--- config.mk ---
export PLATFORM = sky130hd
export DESIGN_NAME = buttom_debounce
export DESIGN_NICKNAME = d
export VERILOG_FILES = /design/src/rtl/buttom_debounce_pkg.sv /design/src/rtl/buttom_debounce_cell.sv /design/src/rtl/buttom_debounce.sv
export SDC_FILE = /design/constraint.sdc
export NUM_CORES = 1
export LEC_CHECK = 0
export ABC_AREA = 0
export CELL_PAD_IN_SITES_DETAIL_PLACEMENT = 1
export CELL_PAD_IN_SITES_GLOBAL_PLACEMENT = 2
export CORE_ASPECT_RATIO = 0.75
export CORE_UTILIZATION = 38
export CTS_BUF_LIST = sky130_fd_sc_hd__clkbuf_4
export CTS_CLUSTER_DIAMETER = 50
export DETAILED_ROUTE_END_ITERATION = 10
export PLACE_DENSITY = 0.83
export SYNTH_ARGS = -nofsm -noshare
export SYNTH_HDL_FRONTEND = slang
export SYNTH_SLANG_ARGS = --single-unit
--- constraint.sdc ---
create_clock -name clk -period 1.95 [get_ports clk]
set_input_delay 0.39 -clock clk [delete_from_list [all_inputs] [get_ports clk]]
set_output_delay 0.39 -clock clk [all_outputs]
set_load 0.01 [all_outputs]
--- src/rtl/buttom_debounce_pkg.sv ---
// Shared debounce/repeat defaults for this block and the bus button peripheral.
// Also holds the per-bit output bundle and a counter-width helper.
package buttom_debounce_pkg;

    localparam int BUTTOM_DEB_CYCLES    = 50000;
    localparam int BUTTOM_REPEAT_CYCLES = 25000000;

    typedef struct packed {
        logic level;
        logic press;
        logic rel;
        logic flag;
    } cell_out_t;

    // Bits needed to count from 0 up to n-1.
    function automatic int cnt_w(input int n);
        return (n > 1) ? $clog2(n) : 1;
    endfunction

endpackage

--- src/rtl/buttom_debounce_cell.sv ---
// Single-bit conditioner: polarity, 2-flop sync, stability counter, pulses, sticky flag.
// Optional auto-repeat counter when BUTTOM_AUTOREPEAT_EN is defined.
module buttom_debounce_cell
    import buttom_debounce_pkg::*;
#(
    parameter int CNT_WIDTH       = 16,
    parameter int DEBOUNCE_CYCLES = BUTTOM_DEB_CYCLES,
    parameter int ACTIVE_LOW      = 1,
    parameter int REPEAT_CYCLES   = BUTTOM_REPEAT_CYCLES
) (
    input  logic      clk_i,
    input  logic      rst_i,
    input  logic      raw_i,
    input  logic      clr_i,
    output cell_out_t out_o
);

    localparam logic [CNT_WIDTH-1:0] CNT_LAST = CNT_WIDTH'(DEBOUNCE_CYCLES - 1);
    localparam logic [CNT_WIDTH-1:0] CNT_ONE  = CNT_WIDTH'(1);

    logic                 norm_s;
    logic                 s1_q, s2_q;
    logic                 stable_q, stable_d;
    logic [CNT_WIDTH-1:0] cnt_q, cnt_d;
    logic                 press_q, press_d;
    logic                 rel_q, rel_d;
    logic                 flag_q, flag_d;
    logic                 accept_s, rise_s, fall_s;
    logic                 rep_fire_s;

    assign norm_s = (ACTIVE_LOW != 0) ? ~raw_i : raw_i;

    always_comb begin
        stable_d = stable_q;
        cnt_d    = cnt_q;
        accept_s = 1'b0;
        if (s2_q == stable_q) begin
            cnt_d = '0;
        end else if (cnt_q == CNT_LAST) begin
            accept_s = 1'b1;
            stable_d = s2_q;
            cnt_d    = '0;
        end else begin
            cnt_d = cnt_q + CNT_ONE;
        end
        rise_s  = accept_s & s2_q;
        fall_s  = accept_s & ~s2_q;
        press_d = rise_s | rep_fire_s;
        rel_d   = fall_s;
        // A new press on the same edge as a clear keeps the flag set.
        flag_d  = press_d | (flag_q & ~clr_i);
    end

    always_ff @(posedge clk_i) begin
        if (rst_i) begin
            s1_q     <= 1'b0;
            s2_q     <= 1'b0;
            stable_q <= 1'b0;
            cnt_q    <= '0;
            press_q  <= 1'b0;
            rel_q    <= 1'b0;
            flag_q   <= 1'b0;
        end else begin
            s1_q     <= norm_s;
            s2_q     <= s1_q;
            stable_q <= stable_d;
            cnt_q    <= cnt_d;
            press_q  <= press_d;
            rel_q    <= rel_d;
            flag_q   <= flag_d;
        end
    end

`ifdef BUTTOM_AUTOREPEAT_EN
    localparam int               REP_W    = cnt_w(REPEAT_CYCLES);
    localparam logic [REP_W-1:0] REP_LAST = REP_W'(REPEAT_CYCLES - 1);
    localparam logic [REP_W-1:0] REP_ONE  = REP_W'(1);

    logic [REP_W-1:0] rep_q, rep_d;

    // Repeat is suppressed on the edge a release is accepted so pulses never overlap.
    always_comb begin
        rep_fire_s = stable_q & ~fall_s & (rep_q == REP_LAST);
        if (!stable_q || rise_s || rep_fire_s) begin
            rep_d = '0;
        end else begin
            rep_d = rep_q + REP_ONE;
        end
    end

    always_ff @(posedge clk_i) begin
        if (rst_i) begin
            rep_q <= '0;
        end else begin
            rep_q <= rep_d;
        end
    end
`else
    assign rep_fire_s = 1'b0;
`endif

    assign out_o = '{level: stable_q, press: press_q, rel: rel_q, flag: flag_q};

endmodule

--- src/rtl/buttom_debounce.sv ---
// Debounced button/DIP front end: BUTTOM_NUM independent buttom_debounce_cell instances.
// Define BUTTOM_AUTOREPEAT_EN to add per-bit auto-repeat press pulses.
module buttom_debounce
    import buttom_debounce_pkg::*;
#(
    parameter int BUTTOM_NUM      = 4,
    parameter int CNT_WIDTH       = 16,
    parameter int DEBOUNCE_CYCLES = BUTTOM_DEB_CYCLES,
    parameter int ACTIVE_LOW      = 1,
    parameter int REPEAT_CYCLES   = BUTTOM_REPEAT_CYCLES
) (
    input  logic                  clk,
    input  logic                  rst,
    input  logic [BUTTOM_NUM-1:0] buttom_raw,
    input  logic [BUTTOM_NUM-1:0] event_clr,
    output logic [BUTTOM_NUM-1:0] buttom_level,
    output logic [BUTTOM_NUM-1:0] press_pulse,
    output logic [BUTTOM_NUM-1:0] release_pulse,
    output logic [BUTTOM_NUM-1:0] press_flag
);

    localparam longint DEB_MAX = (64'sd1 <<< CNT_WIDTH) - 64'sd1;

    if ((DEBOUNCE_CYCLES < 1) || (longint'(DEBOUNCE_CYCLES) > DEB_MAX)) begin : g_bad_deb
        $error("DEBOUNCE_CYCLES must lie in 1 .. 2**CNT_WIDTH-1");
    end
    if (REPEAT_CYCLES < 1) begin : g_bad_rep
        $error("REPEAT_CYCLES must be at least 1");
    end

    for (genvar g = 0; g < BUTTOM_NUM; g++) begin : g_cell
        cell_out_t out_s;

        buttom_debounce_cell #(
            .CNT_WIDTH      (CNT_WIDTH),
            .DEBOUNCE_CYCLES(DEBOUNCE_CYCLES),
            .ACTIVE_LOW     (ACTIVE_LOW),
            .REPEAT_CYCLES  (REPEAT_CYCLES)
        ) u_cell (
            .clk_i(clk),
            .rst_i(rst),
            .raw_i(buttom_raw[g]),
            .clr_i(event_clr[g]),
            .out_o(out_s)
        );

        assign buttom_level[g]  = out_s.level;
        assign press_pulse[g]   = out_s.press;
        assign release_pulse[g] = out_s.rel;
        assign press_flag[g]    = out_s.flag;
    end

endmodule
# After elaboration in Yosys (flattened, before gate mapping)
# Cells that the tools add are included.
# Widths: inputs -> output; s select.
word_totals:
  ff_bits: 88
  latchBits: 0
  mem_bits_rw: 0
  rom_bits: 0
  in_bits: 10
  wordCells: 88
  memories: 0
op_classes:
  add_sub_neg: 4
  n_mul: 0
  div_mod_pow: 0
  order_cmp: 0
  eq_ne: 8
  shifts: 0
  n_mux: 8
  bitwise_logic: 32
  reduce_logical: 8
op_table:
  columns: ["operator", "n"]
  rows:
  - ["$add 16x1->16 const B", 4]
  - ["$eq 16x16->1 const B", 4]
  - ["$not 1->1", 16]
  - ["$and 1x1->1", 12]
  - ["$reduce_or 3->1", 4]
  - ["$mux 1", 8]
  - ["$reduce_and 2->1", 4]
  - ["$eq 1x1->1", 4]
  - ["$or 1x1->1", 4]

# Depth between registers and ports, before layout
depth:
  ltp_word: 5
  depth_mapped: 6
  ltp_nobuf: 5

# Cells and area by module
# From an unflattened synthesis, not the netlist that was laid out.
hier_totals:
  hier_cells: 412
  hier_area_um2: 3958.8
by_module_without_submodules:
  columns: ["mod", "n_inst", "cells_each", "area_per_inst_um2", "seq_area_each_um2"]
  rows:
  - ["buttom_debounce_cell", 4, 103, 989.7, 440.4]

# Least setup slack after synthesis
# OpenSTA, ideal clock, no wires.
synth_path:
  path_kind: "reg2reg"
  start: "reg g_cell[3].u_cell.cnt_q[12]"
  end: "reg g_cell[3].u_cell.cnt_q[15]"
  setup_time_ns: 0.115
  arrival_time_ns: 1.685
  path_slack_ns: 0.150
  path_stages_with_launch: 6
  path_buffers: 1
  path_cell_list: "dfxtp_1 -> or4_1 -> or4_4 -> nand2_2 -> buf_4 -> nor2_1"
synth_via:
  elab_chain_cells: 2
  word_cells_on_any_way: 3
  cone_classes: "1 x add/sub; 1 x eq/ne; 1 x reduce/logical"
synth_rtl:
  columns: ["element", "line", "source"]
  rows:
  - ["from (decl)", "buttom_debounce_cell.sv:24", "logic [CNT_WIDTH-1:0] cnt_q, cnt_d;"]
  - ["from (signal assigned)", "buttom_debounce_cell.sv:67", "cnt_q <= cnt_d;"]
  - ["branches (longest 2 deep; another with $add 16x1->16)", null, null]
# Parallel ways; which one is timed is not known.
# A chain may end at the register's enable or synchronous reset.

# Final worst setup path
layout_path:
  start: "reg g_cell[3].u_cell.cnt_q[11]"
  end: "reg g_cell[3].u_cell.rel_q"
layout_via:
  elab_chain_cells: 4
layout_rtl:
  columns: ["element", "line", "source"]
  rows:
  - ["$eq 16x16->1", "buttom_debounce_cell.sv:39", "end else if (cnt_q == CNT_LAST) begin"]
  - ["$mux 1", "buttom_debounce_cell.sv:39", null]
  - ["$mux 1", "buttom_debounce_cell.sv:37", "if (s2_q == stable_q) begin"]
  - ["$and 1x1->1", "buttom_debounce_cell.sv:47", "fall_s = accept_s & ~s2_q;"]
  - ["to (signal assigned)", "buttom_debounce_cell.sv:69", "rel_q <= rel_d;"]
  - ["to (decl)", "buttom_debounce_cell.sv:26", "logic rel_q, rel_d;"]
# No other way between the ends.

==> results.sh <==
export IMPL_synth_compound_area_frac=0.0125
export IMPL_r2r_slack_ns=0.09
export IMPL_status="finished clean"
export IMPL_synth_seq_area_share=0.476
export IMPL_grt_pass1_vias=2832
export IMPL_rows=30
export IMPL_hp_class="register to register"
export IMPL_path_class="register to register"
export IMPL_synthTopCellsByArea="dfxtp_1, xnor2_1, nor2_1"
export IMPL_synthCells=410
export IMPL_synth_mux_area_frac=0.0108
export IMPL_dieArea_sq_mm=0.0101
export IMPL_power_density_mw_per_mm2=691
export IMPL_irDropWorstVdd_mv=0.346
export IMPL_startpoint_type="register"
export IMPL_clock_skew_ns=0.00911
export IMPL_synth_top_area_frac=0.476
export IMPL_synth_top_family_by_area="simple AND/OR/NAND/NOR gates"
export IMPL_clkTransAtPathRegs_ns=0.14
export IMPL_cp_end_kind="register"
export IMPL_antennaDiodeCount=0
export IMPL_fin_crit_ns=1.86
export IMPL_hpwl_microns=5580
export IMPL_drtIter0Drc=134
export IMPL_cts_buffer_depth=2
export IMPL_setup_viol=0
export IMPL_avgSynthCellArea_sq_um=9.03
export IMPL_n_fill_cell=1114
export IMPL_p_total_mw=2.91
export IMPL_track_usage=0.169
export IMPL_final_hold_violation_count=0
export IMPL_clock_sinks=88
export IMPL_cts_tree="built"
export IMPL_ctsHtreeMaxLevel=3
export IMPL_synth_area_leader_cell="dfxtp_1"
export IMPL_clk_latency_ns=0.45
export IMPL_min_period_over_period=0.955
export IMPL_syn_area_sq_mm=0.00370
export IMPL_fmax_ghz=0.537
export IMPL_drive_gt1_frac=0.0864
export IMPL_yosysWarnings=0
export IMPL_syn_nets=424
export IMPL_synth_fa_ha_area_frac=0.0135
export IMPL_cts_setup_buffers=0
export IMPL_crit_slowest_cell="or4_4"
export IMPL_grt_first_pass_wirelength_microns=13200
export IMPL_path_cells="or4_1, or4_4, or2_4, nor2_2"
export IMPL_gp_congestion=0.765
export IMPL_syn_to_final_growth_pct=13.7
export IMPL_antenna_found_initial=0
export IMPL_root_buffer="clkbuf_4"
export IMPL_slew_headroom=0.675
export IMPL_overflow=0
export IMPL_die_h_microns=87.5
export IMPL_firstDrtPassIters=4
export IMPL_synth_edf_count=0
export IMPL_rsz0062_at_grt="no"
export IMPL_cts_buffers=9
export IMPL_routedWlPerCell_microns=13.4
export IMPL_cp_required_ns=2.35
export IMPL_worstPathArrival_ns=2.26
export IMPL_synth_xor_area_frac=0.135
export IMPL_synth_most_common_cell="dfxtp_1"
export IMPL_multi_input_area_sq_mm=0.00174
export IMPL_core_area_sq_mm=0.00923
export IMPL_port_buffers=25
export IMPL_finalMaxSlewViolations=0
export IMPL_num_vias=2756
export IMPL_seq_area_sq_mm=0.00176
export IMPL_start_util=0.401
export IMPL_dieWidth_microns=116
export IMPL_postRouteAntennaNets=0
export IMPL_totalWireLength_microns=7620
export IMPL_p_leak_nw=1.31
export IMPL_ys_types=35
export IMPL_cap_violations=0
export IMPL_yosys_area_share_simple=0.295
export IMPL_ys_ff_latch=88
export IMPL_ioPinCount=26
export IMPL_ys_flop_type="dfxtp_1"
export IMPL_grt_max_degree=21
export IMPL_worst_slew_pin_slew_ns=0.487
export IMPL_setup_tns_ns=0
export IMPL_viasPerCell=4.85
export IMPL_drc=0
export IMPL_cpPeakStageDelay_ns=0.58
export IMPL_cp_max_fo=6
export IMPL_synthArstFlopShare=0
export IMPL_fin_nets=449
export IMPL_synth_common_cells="dfxtp_1, nor2_1, xnor2_1, nand3_1, nor3_1"
-- placed cells by master, fill, tap and decap left out, types with 2 or more instances in the layout --
cell type,Yosys,routed
a21oi_1,4,4
a2bb2oi_1,3,3
and2_1,3,3
and3_1,5,5
and4_1,2,2
buf_4,18,12
clkbuf_4,0,9
clkdlybuf4s50_1,0,25
clkinv_2,0,2
clkinvlp_4,0,3
dfxtp_1,88,87
ha_1,4,4
inv_1,14,14
mux2i_1,4,4
nand2_1,17,17
nand2b_1,7,7
nand3_1,20,20
nand3b_1,2,2
nand4_1,18,18
nor2_1,80,80
nor2_2,2,2
nor2b_1,4,4
nor3_1,20,20
nor4_1,17,17
nor4b_1,2,2
nor4bb_1,2,2
or4_1,2,2
or4bb_1,2,2
xnor2_1,45,45
xor2_1,12,12
-- critical path, delay by kind of cell, from the launching register on --
family,cells,cell delay (ns)
flops,1,0.38
simple gates,4,1.44
-- power by group --
group,internal [mW],switching [mW]
Clock,0.390,0.644
Sequential,1.81,0.00606
Combinational,0.0306,0.0297
Total,2.23,0.680
-- metal layers --
layer	track usage	routed length [microns]	share of wire
met2	0.269	3460	0.45
met4	0.0524	84	0.011
met3	0.0571	275	0.036
met1	0.215	3800	0.50
met5	0	0	0
-- cells by family (layout without fill, tap and decap cells) --
| logic type | count (synthesis) | count (layout) |
|---|---|---|
| flops | 88 | 88 |
| compound gates | 7 | 7 |
| xor+xnor | 57 | 57 |
| buf+inv | 38 | 68 |
| mux | 4 | 4 |
| simple gates | 212 | 212 |
| fa+ha+maj | 4 | 4 |
-- sequential cells by signal, indices dropped and copies added (netlist names) --
signal,cells
g_cell.u_cell.cnt_q,64
g_cell.u_cell.s1_q,4
g_cell.u_cell.stable_q,4
g_cell.u_cell.rel_q,4
g_cell.u_cell.press_q,4
g_cell.u_cell.flag_q,4
g_cell.u_cell.s2_q,4
-- final cells by class --
class	count	share of cell area
clock buffers	9	0.0160
clock inverters	7	0.0169
inverters	14	0.0125
multi-input cells	284	0.412
flip-flops and latches	88	0.419
well taps	128	0.0380
repair buffers	38	0.0856
-- path summary, 6_finish.rpt --
check	from	end	cells after the start
setup / recovery	g_cell[3].u_cell.cnt_q[11]$_SDFF_PP0_	g_cell[3].u_cell.rel_q$_SDFF_PP0_	4
hold / removal	g_cell[3].u_cell.s1_q$_SDFF_PP0_	g_cell[3].u_cell.s2_q$_SDFF_PP0_	1
setup reg to reg	g_cell[3].u_cell.cnt_q[11]$_SDFF_PP0_	g_cell[3].u_cell.rel_q$_SDFF_PP0_	4
hold reg to reg	g_cell[3].u_cell.s1_q$_SDFF_PP0_	g_cell[3].u_cell.s2_q$_SDFF_PP0_	1
-- through the flow --
step / cells / utilization / hold slack, ns / area, sq um / worst slack [ns]
finish: 568 / 0.456 / 0.453 / 4210 / 0.0869
global route: 568 / 0.456 / 0.454 / 4210 / 0.0208
CTS: 568 / 0.456 / 0.453 / 4210 / 0.0440
detailed placement: 552 / 0.440 / 0.427 / 4060 / -0.0145
global placement: 552 / 0.440 / 0.422 / 4060 / 0.0323
floorplan: 410 / - / 0.414 / 3700 / 0.150
-- what timing repair did --
item	4_1_cts	5_1_grt
setup endpoints to repair	15	1
gates resized for setup	2	1
hold buffers	0	0
No activity file was read; power rests on OpenSTA's default activity.
